==> src/rtl/clock_divider_prog.sv <==
// Multi-channel runtime-programmable clock divider: each channel emits a registered
// divided clock plus a rise-aligned tick, with glitch-free divisor updates at wrap.
module clock_divider_prog #(
  parameter int CHANNELS    = 4,
  parameter int DIV_WIDTH   = 16,
  parameter int DEFAULT_DIV = 2,
  parameter int CHAN_W      = (CHANNELS > 1) ? $clog2(CHANNELS) : 1
) (
  input  logic                 clk_in,
  input  logic                 rst_n,
  input  logic                 cfg_valid,
  output logic                 cfg_ready,
  input  logic [CHAN_W-1:0]    cfg_chan,
  input  logic [DIV_WIDTH-1:0] cfg_div,
  output logic                 cfg_err,
  input  logic [CHANNELS-1:0]  en,
  output logic [CHANNELS-1:0]  clk_out,
  output logic [CHANNELS-1:0]  tick
);

  typedef logic [DIV_WIDTH-1:0] div_t;

  div_t                div_act  [CHANNELS];
  div_t                div_pend [CHANNELS];
  div_t                cnt      [CHANNELS];
  logic [CHANNELS-1:0] pend;

  logic [CHANNELS-1:0] chan_hit;
  logic [CHANNELS-1:0] wrap;
  logic [CHANNELS-1:0] at_fall;
  logic [CHANNELS-1:0] wr_hit;
  logic                in_range;
  logic                div_ok;
  logic                accept;
  logic                err_next;

  // Count value on which the high phase ends: ceil(d/2) - 1 == floor((d-1)/2).
  function automatic div_t high_last(input div_t d);
    return (d - div_t'(1)) >> 1;
  endfunction

  always_comb begin
    chan_hit = '0;
    wrap     = '0;
    at_fall  = '0;
    for (int c = 0; c < CHANNELS; c++) begin
      chan_hit[c] = (cfg_chan == CHAN_W'(c));
      wrap[c]     = (cnt[c] == div_act[c] - div_t'(1));
      at_fall[c]  = (cnt[c] == high_last(div_act[c]));
    end
  end

  // Out-of-range channels match no bit, so they always see ready and never stall.
  assign in_range  = |chan_hit;
  assign cfg_ready = ~|(chan_hit & pend);
  assign div_ok    = (cfg_div >= div_t'(2));
  assign accept    = cfg_valid & cfg_ready;
  assign wr_hit    = chan_hit & {CHANNELS{accept & div_ok}};
  assign err_next  = accept & ~(in_range & div_ok);

  always_ff @(posedge clk_in or negedge rst_n) begin
    if (!rst_n) begin
      cfg_err <= 1'b0;
      clk_out <= '0;
      tick    <= '0;
      pend    <= '0;
      for (int c = 0; c < CHANNELS; c++) begin
        div_act[c]  <= div_t'(DEFAULT_DIV);
        div_pend[c] <= div_t'(DEFAULT_DIV);
        cnt[c]      <= div_t'(DEFAULT_DIV - 1);
      end
    end else begin
      cfg_err <= err_next;
      for (int c = 0; c < CHANNELS; c++) begin
        if (en[c]) begin
          if (wrap[c]) begin
            cnt[c]     <= '0;
            clk_out[c] <= 1'b1;
            tick[c]    <= 1'b1;
            if (pend[c]) begin
              div_act[c] <= div_pend[c];
              pend[c]    <= 1'b0;
            end
          end else begin
            cnt[c]  <= cnt[c] + div_t'(1);
            tick[c] <= 1'b0;
            if (at_fall[c]) clk_out[c] <= 1'b0;
          end
        end else begin
          // Parked one short of wrap so the first enabled edge starts a fresh period.
          clk_out[c] <= 1'b0;
          tick[c]    <= 1'b0;
          if (pend[c]) begin
            div_act[c] <= div_pend[c];
            cnt[c]     <= div_pend[c] - div_t'(1);
            pend[c]    <= 1'b0;
          end else begin
            cnt[c] <= div_act[c] - div_t'(1);
          end
        end
        // Placed after the apply decision: a write landing on a wrap waits for the next one.
        if (wr_hit[c]) begin
          div_pend[c] <= cfg_div;
          pend[c]     <= 1'b1;
        end
      end
    end
  end

endmodule

==> config.mk <==
export PLATFORM = sky130hd
export DESIGN_NAME = clock_divider_prog
export DESIGN_NICKNAME = d
export VERILOG_FILES = /design/src/rtl/clock_divider_prog.sv
export SDC_FILE = /design/constraint.sdc
export NUM_CORES = 1
export LEC_CHECK = 0
export ABC_AREA = 1
export BUFFER_PORTS_ARGS = -buffer_cell sky130_fd_sc_hd__buf_4
export CORE_ASPECT_RATIO = 1.5
export CORE_UTILIZATION = 40
export DETAILED_ROUTE_END_ITERATION = 8
export PLACE_DENSITY_LB_ADDON = 0.12
export SETUP_SLACK_MARGIN = 0.4
export SLEW_MARGIN = 40
export SYNTH_ARGS = -nofsm -noshare
export SYNTH_HDL_FRONTEND = slang
export SYNTH_SLANG_ARGS = --single-unit
==> constraint.sdc <==
create_clock -name clk_in -period 6.48 [get_ports clk_in]
set_clock_uncertainty 0.2 [all_clocks]
set_input_delay 0.972 -clock clk_in [delete_from_list [all_inputs] [get_ports clk_in]]
set_output_delay 0.972 -clock clk_in [all_outputs]
set_load 0.02 [all_outputs]
# [Word-level counts from Yosys, hierarchy flattened]
# Index checks and enable logic that the tools add are counted.
[op_classes] shift=0 n_lt_le_gt_ge=1 bitwise=7 reduce_logical=4 add_sub_neg=12 mux=56 div=0 n_eq_ne=23 multipliers=0
[ops] op="16-bit 2-to-1 mux" n=24
[ops] op="16-bit by 1-bit subtractor with 16-bit output (second input constant)" n=8
[ops] op="16-bit by 1-bit adder with 16-bit output (second input constant)" n=4
[ops] op="16-bit by 15-bit equality test with 1-bit output" n=4
[ops] op="16-bit equality test" n=4
[ops] op="1-bit 2-to-1 mux" n=32
[ops] op="3-bit by 1-bit != test with 1-bit output (second input constant)" n=8
[ops] op="16-bit by 2-bit greater-or-equal comparator with 1-bit output (second input constant)" n=1
[ops] op="4-bit AND" n=2
[ops] op="2-bit by 1-bit != test with 1-bit output (second input constant)" n=4
[ops] op="4-bit OR reduction" n=2
[ops] op="1-bit AND" n=4
[ops] op="2-bit equality test (second input constant)" n=2
[ops] op="2-bit by 1-bit equality test with 1-bit output (second input constant)" n=1
[ops] op="2-bit logical NOT" n=1
[ops] op="1-bit logical NOT" n=1
[ops] op="1-bit inverter" n=1
[word_totals] mem_bits_rw=0 memories=0 output_inout_bits=10 mem_bits_ro=0 register_bits=205 elab_cells=125 latch_bits=0

# [Logic depth before layout (Yosys ltp)]
[depth] word_depth=8 ltp_mapped=18 ltp_nobuf=17

# [Least setup slack after synthesis]
# Ideal clock, no wire load.
[synth_timing] path_kind="input to output" start="input port cfg_chan[1]" end="output port cfg_ready" stages=3 slack_ps=3522 arrival_time_ps=1786 path_cell_list="inv_1 nor2_1 a221oi_1"
[synth_between] elab_chain_cells=4 word_cells_on_any_way=7 classes_between="3 x eq/ne; 1 x bitwise; 3 x reduce/logical"
[synth_rtl] element="from (decl)" line_no="13" text="input logic [CHAN_W-1:0] cfg_chan,"
[synth_rtl] element="2-bit by 1-bit equality test with 1-bit output (tied with other cells)" line_no="47" text="chan_hit[c] = (cfg_chan == CHAN_W'(c));"
[synth_rtl] element="4-bit AND (*)" line_no="55" text="assign cfg_ready = ~|(chan_hit & pend);"
[synth_rtl] element="4-bit OR reduction (*)" line_no="55"
[synth_rtl] element="1-bit logical NOT (*)" line_no="55"
[synth_rtl] element="to (decl)" line_no="12" text="output logic cfg_ready,"
# Every way passes the cells marked *; elsewhere a longest branch is shown, timed or not.

# [Final worst setup path]
[layout_timing] start="register pend[0]" end="output port cfg_ready"
[layout_between] elab_chain_cells=3
[layout_rtl] element="from (decl)" line_no="26" text="logic [CHANNELS-1:0] pend;"
[layout_rtl] element="from (signal assigned)" line_no="66" text="pend <= '0;"
[layout_rtl] element="from (signal, indexed assignment)" line_no="82" text="pend[c] <= 1'b0;"
[layout_rtl] element="from (signal, indexed assignment)" line_no="96" text="pend[c] <= 1'b0;"
[layout_rtl] element="4-bit AND" line_no="55"
[layout_rtl] element="4-bit OR reduction" line_no="55"
[layout_rtl] element="1-bit logical NOT" line_no="55"
# Every way passes these cells.

==> impl_metrics.yaml <==
placement:
  globalplace.congestion: 0.912
  port_buffers: 34
  place_area_um2: 15100
  dpl_worst_slack_ns: 3.23
  detailed_place_hpwl_um: 33400
sta:
  rsz0062_at_grt: "no"
  setup_ws_ns: 3.01
  period_minus_slack_ns: 3.47
  fin_crit_sh_pct: 53.6
  finalHoldViolations: 0
  finalSetupTns_ns: 0
  setup-violations-final: 0
  tightest_slew_ns: 0.867
  relSlewSlack_pct: 41.8
  max_freq_mhz: 288
  slew_viol_final: 0
route:
  dr_total_vias: 13900
  drtIter0Drc: 957
  via_per_inst: 5.25
  post_drt_wl_per_cell_um: 16.9
  firstDrtPassIters: 5
  ant_nets: 0
  drc: 0
  wirelength_um: 44900
layout:
  final_layout_size_suffix_gt1_share_pct: 6.65
  n_fill_cell: 3716
  finalInstanceArea_um2: 16000
  nets: 2198
  syn_to_final_growth_pct: 10.8
  register_area_um2: 5140
  multiInputGateArea_um2: 8120
clocking:
  insertion_delay_ns: 0.54
  cts_tree: "built"
  cts_root_buffer: "clkbuf_16"
  holdBufCountCts: 0
  clkSinkCount: 205
  numCtsBuffers: 24
  cts_buffer_depth: 3
  htree_levels: 1
  cts-resized-gates: 0
  clk_pin_slew_ns: 0.06
  cts_setup_buffers: 0
logic_synthesis:
  yosys-top-cells-area: "dfrtp_1 33%, nand2_1 18%, nand3_1 8.8%"
  yosysTopAreaCell: "dfrtp_1"
  synthesis.nets: 2186
  synth_edf_count: 0
  syn_avg_cell_area_um2: 6.72
  synth-seq-cells: 205
  synth.distinct_cells: 47
  ys_seq_area_share_pct: 35.7
  ys.flop_type: "dfrtp_1"
  yosys_warnings: 0
  async_flop_share_pct: 100
  synth_area_um2: 14400
  synth_cells: 2149
  yosys.area.top_type_share_pct: 33.5
worst_setup_path:
  path_delay_family: "buffers and inverters"
  end_kind: "output pin"
  slowest_delay_ns: 0.48
  cpMostUsedCell: "buf_4"
  required_ns: 5.31
  path_depth: 5
  crit_path_cell_trace: "buf_4 > inv_1 > o31ai_1 > a221oi_1 > buf_4"
  path_class: "reg2out"
  r2r_cells: 15
  critPathMaxFanout: 39
  startpoint_type: "register"
  crit_arrival_ns: 2.30
  critPathBufInv: 3
  cp_slowest_cell: "inv_1"
flow_run:
  drv_cap: 0
floorplanning:
  io-pin-count: 35
  die-height_um: 235
  dieArea_um2: 36900
  start_util_pct: 40.9
  core.rowCount: 84
  core_area_um2: 35300
  die_x_um: 157
global_routing:
  gr-usage-all-layers_pct: 25.1
  antenna_found_initial: 1
  grt_pass1_vias: 13700
  grt_max_degree: 95
  global_route.overflow_total: 0
  grt_pass1_wl_um: 72900
pwr:
  ir_drop_mv: 0.181
  p_leak_nw: 7.92
  p_per_area_nw_per_um2: 430
hold_path:
  hold_path_class: "in2async"
run_status:
  outcome: "completed"
cell usage in the layout, fill, tap and decap left out, drive strengths merged, types with 14 or more instances in the layout:
cell type,Yosys,layout
o211ai,25,25
inv,236,236
nand2,725,725
clkbuf,34,32
o221ai,14,14
nor3,34,34
dfrtp,193,193
xor2,87,87
o21ai,170,170
a21oi,23,23
nor2,200,200
nand3,258,258
nand4,30,30
buf,23,43
final timing paths:
| path | from | end | slack (ns) |
|---|---|---|---|
| worst max-delay path | pend[0] | cfg_ready | 3.01 |
| worst min register to register | div_act[49] | div_act[49] | 0.27 |
| max in group asynchronous | rst_n | cnt[0] | 4.73 |
| min in group clk_in | div_act[49] | div_act[49] | 0.27 |
| worst min-delay path | rst_n | cnt[26] | 0.10 |
| worst max register to register | div_act[32] | div_act[42] | 3.24 |
state kept, by name (all words and copies together) (netlist names):
name	cells
cnt	64
div_act	64
div_pend	64
clk_out	4
pend	4
tick	4
cfg_err	1
cells by family (layout without fill, tap and decap cells):
group / Yosys count / after routing / synth area share (%)
AND/OR/NAND/NOR: 1275 / 1275 / 38.4
other: 0 / 1 / 0
buffers and inverters: 294 / 324 / 8.13
XOR/XNOR: 99 / 99 / 6.39
adder cells (fa/ha/maj): 12 / 12 / 1.04
flip-flops: 205 / 205 / 35.7
AO/OA/AOI/OAI: 264 / 264 / 10.4
layout make-up:
| type | instances | share of cell area (%) |
|---|---|---|
| clock inverter | 12 | 1.14 |
| sequential | 205 | 32.2 |
| clock buffer | 32 | 4.27 |
| timing repair buffer | 43 | 2.29 |
| antenna | 1 | 0.0157 |
| tap | 473 | 3.70 |
| inverter | 237 | 5.57 |
| multi-input combinational | 1650 | 50.8 |
synthesized netlist by cell type, types with 2 or more instances:
cell,instances
nand2_2,9
ha_1,12
o221ai_1,14
inv_1,234
dfstp_2,12
nor2_2,7
o211ai_1,25
nand2_4,8
buf_2,7
nand4_1,30
o21ai_0,162
o21ai_1,8
nand2_1,708
nor3_2,2
inv_2,2
nand3_2,4
xnor2_1,8
xor2_1,87
nor3_1,32
dfrtp_1,193
nor4_1,10
nand3_1,254
o31ai_1,4
o311ai_0,4
buf_6,4
or2_2,3
xnor3_1,4
o22ai_1,12
nor2_1,181
buf_4,8
nor3b_1,5
buf_1,4
clkbuf_1,33
o21bai_1,5
nor2_4,12
a21oi_1,23
nand3b_1,6
a31oi_1,4
per-stage QoR:
step	hold WS [ns]	utilization (%)	std cells	power, mW
after floorplan	0.249	-	2149	4.51
after global placement	0.263	42.6	2604	5.35
after detailed placement	0.266	42.8	2608	5.38
after CTS	0.101	45.3	2652	6.92
after global routing	0.127	45.3	2652	7.51
final	0.102	45.3	2653	6.87
worst reg2reg max path: stages (launching register included):
cell and delay [ns]:
dfrtp_1 0.41, inv_1 0.12, ha_1 0.30, nand2_2 0.15
o21ai_1 0.23, nand2_1 0.17, nand2_1 0.09, nand2_1 0.05
inv_1 0.04, nand2_1 0.05, nor2_2 0.20, nand3_2 0.12
nand2_2 0.52, nand2_4 0.29, nand2_1 0.13, nand2_1 0.06
power breakdown:
group	switching, mW	internal, mW	leakage [nW]
registers	0.593	1.67	2.57
clock network	0.590	0.903	0.400
logic	2.02	1.10	4.94
per-layer routing:
metal  global-route usage, %  vias to the layer above  wire length (µm)
met3                    2.93                      109              2060
met4                    10.3                        0              1710
met5                       0                        -                 0
li1                        -                     7015                 -
met1                    30.9                     6485             18800
met2                    43.8                      322             22400
Power figures use the tool's default switching activity.
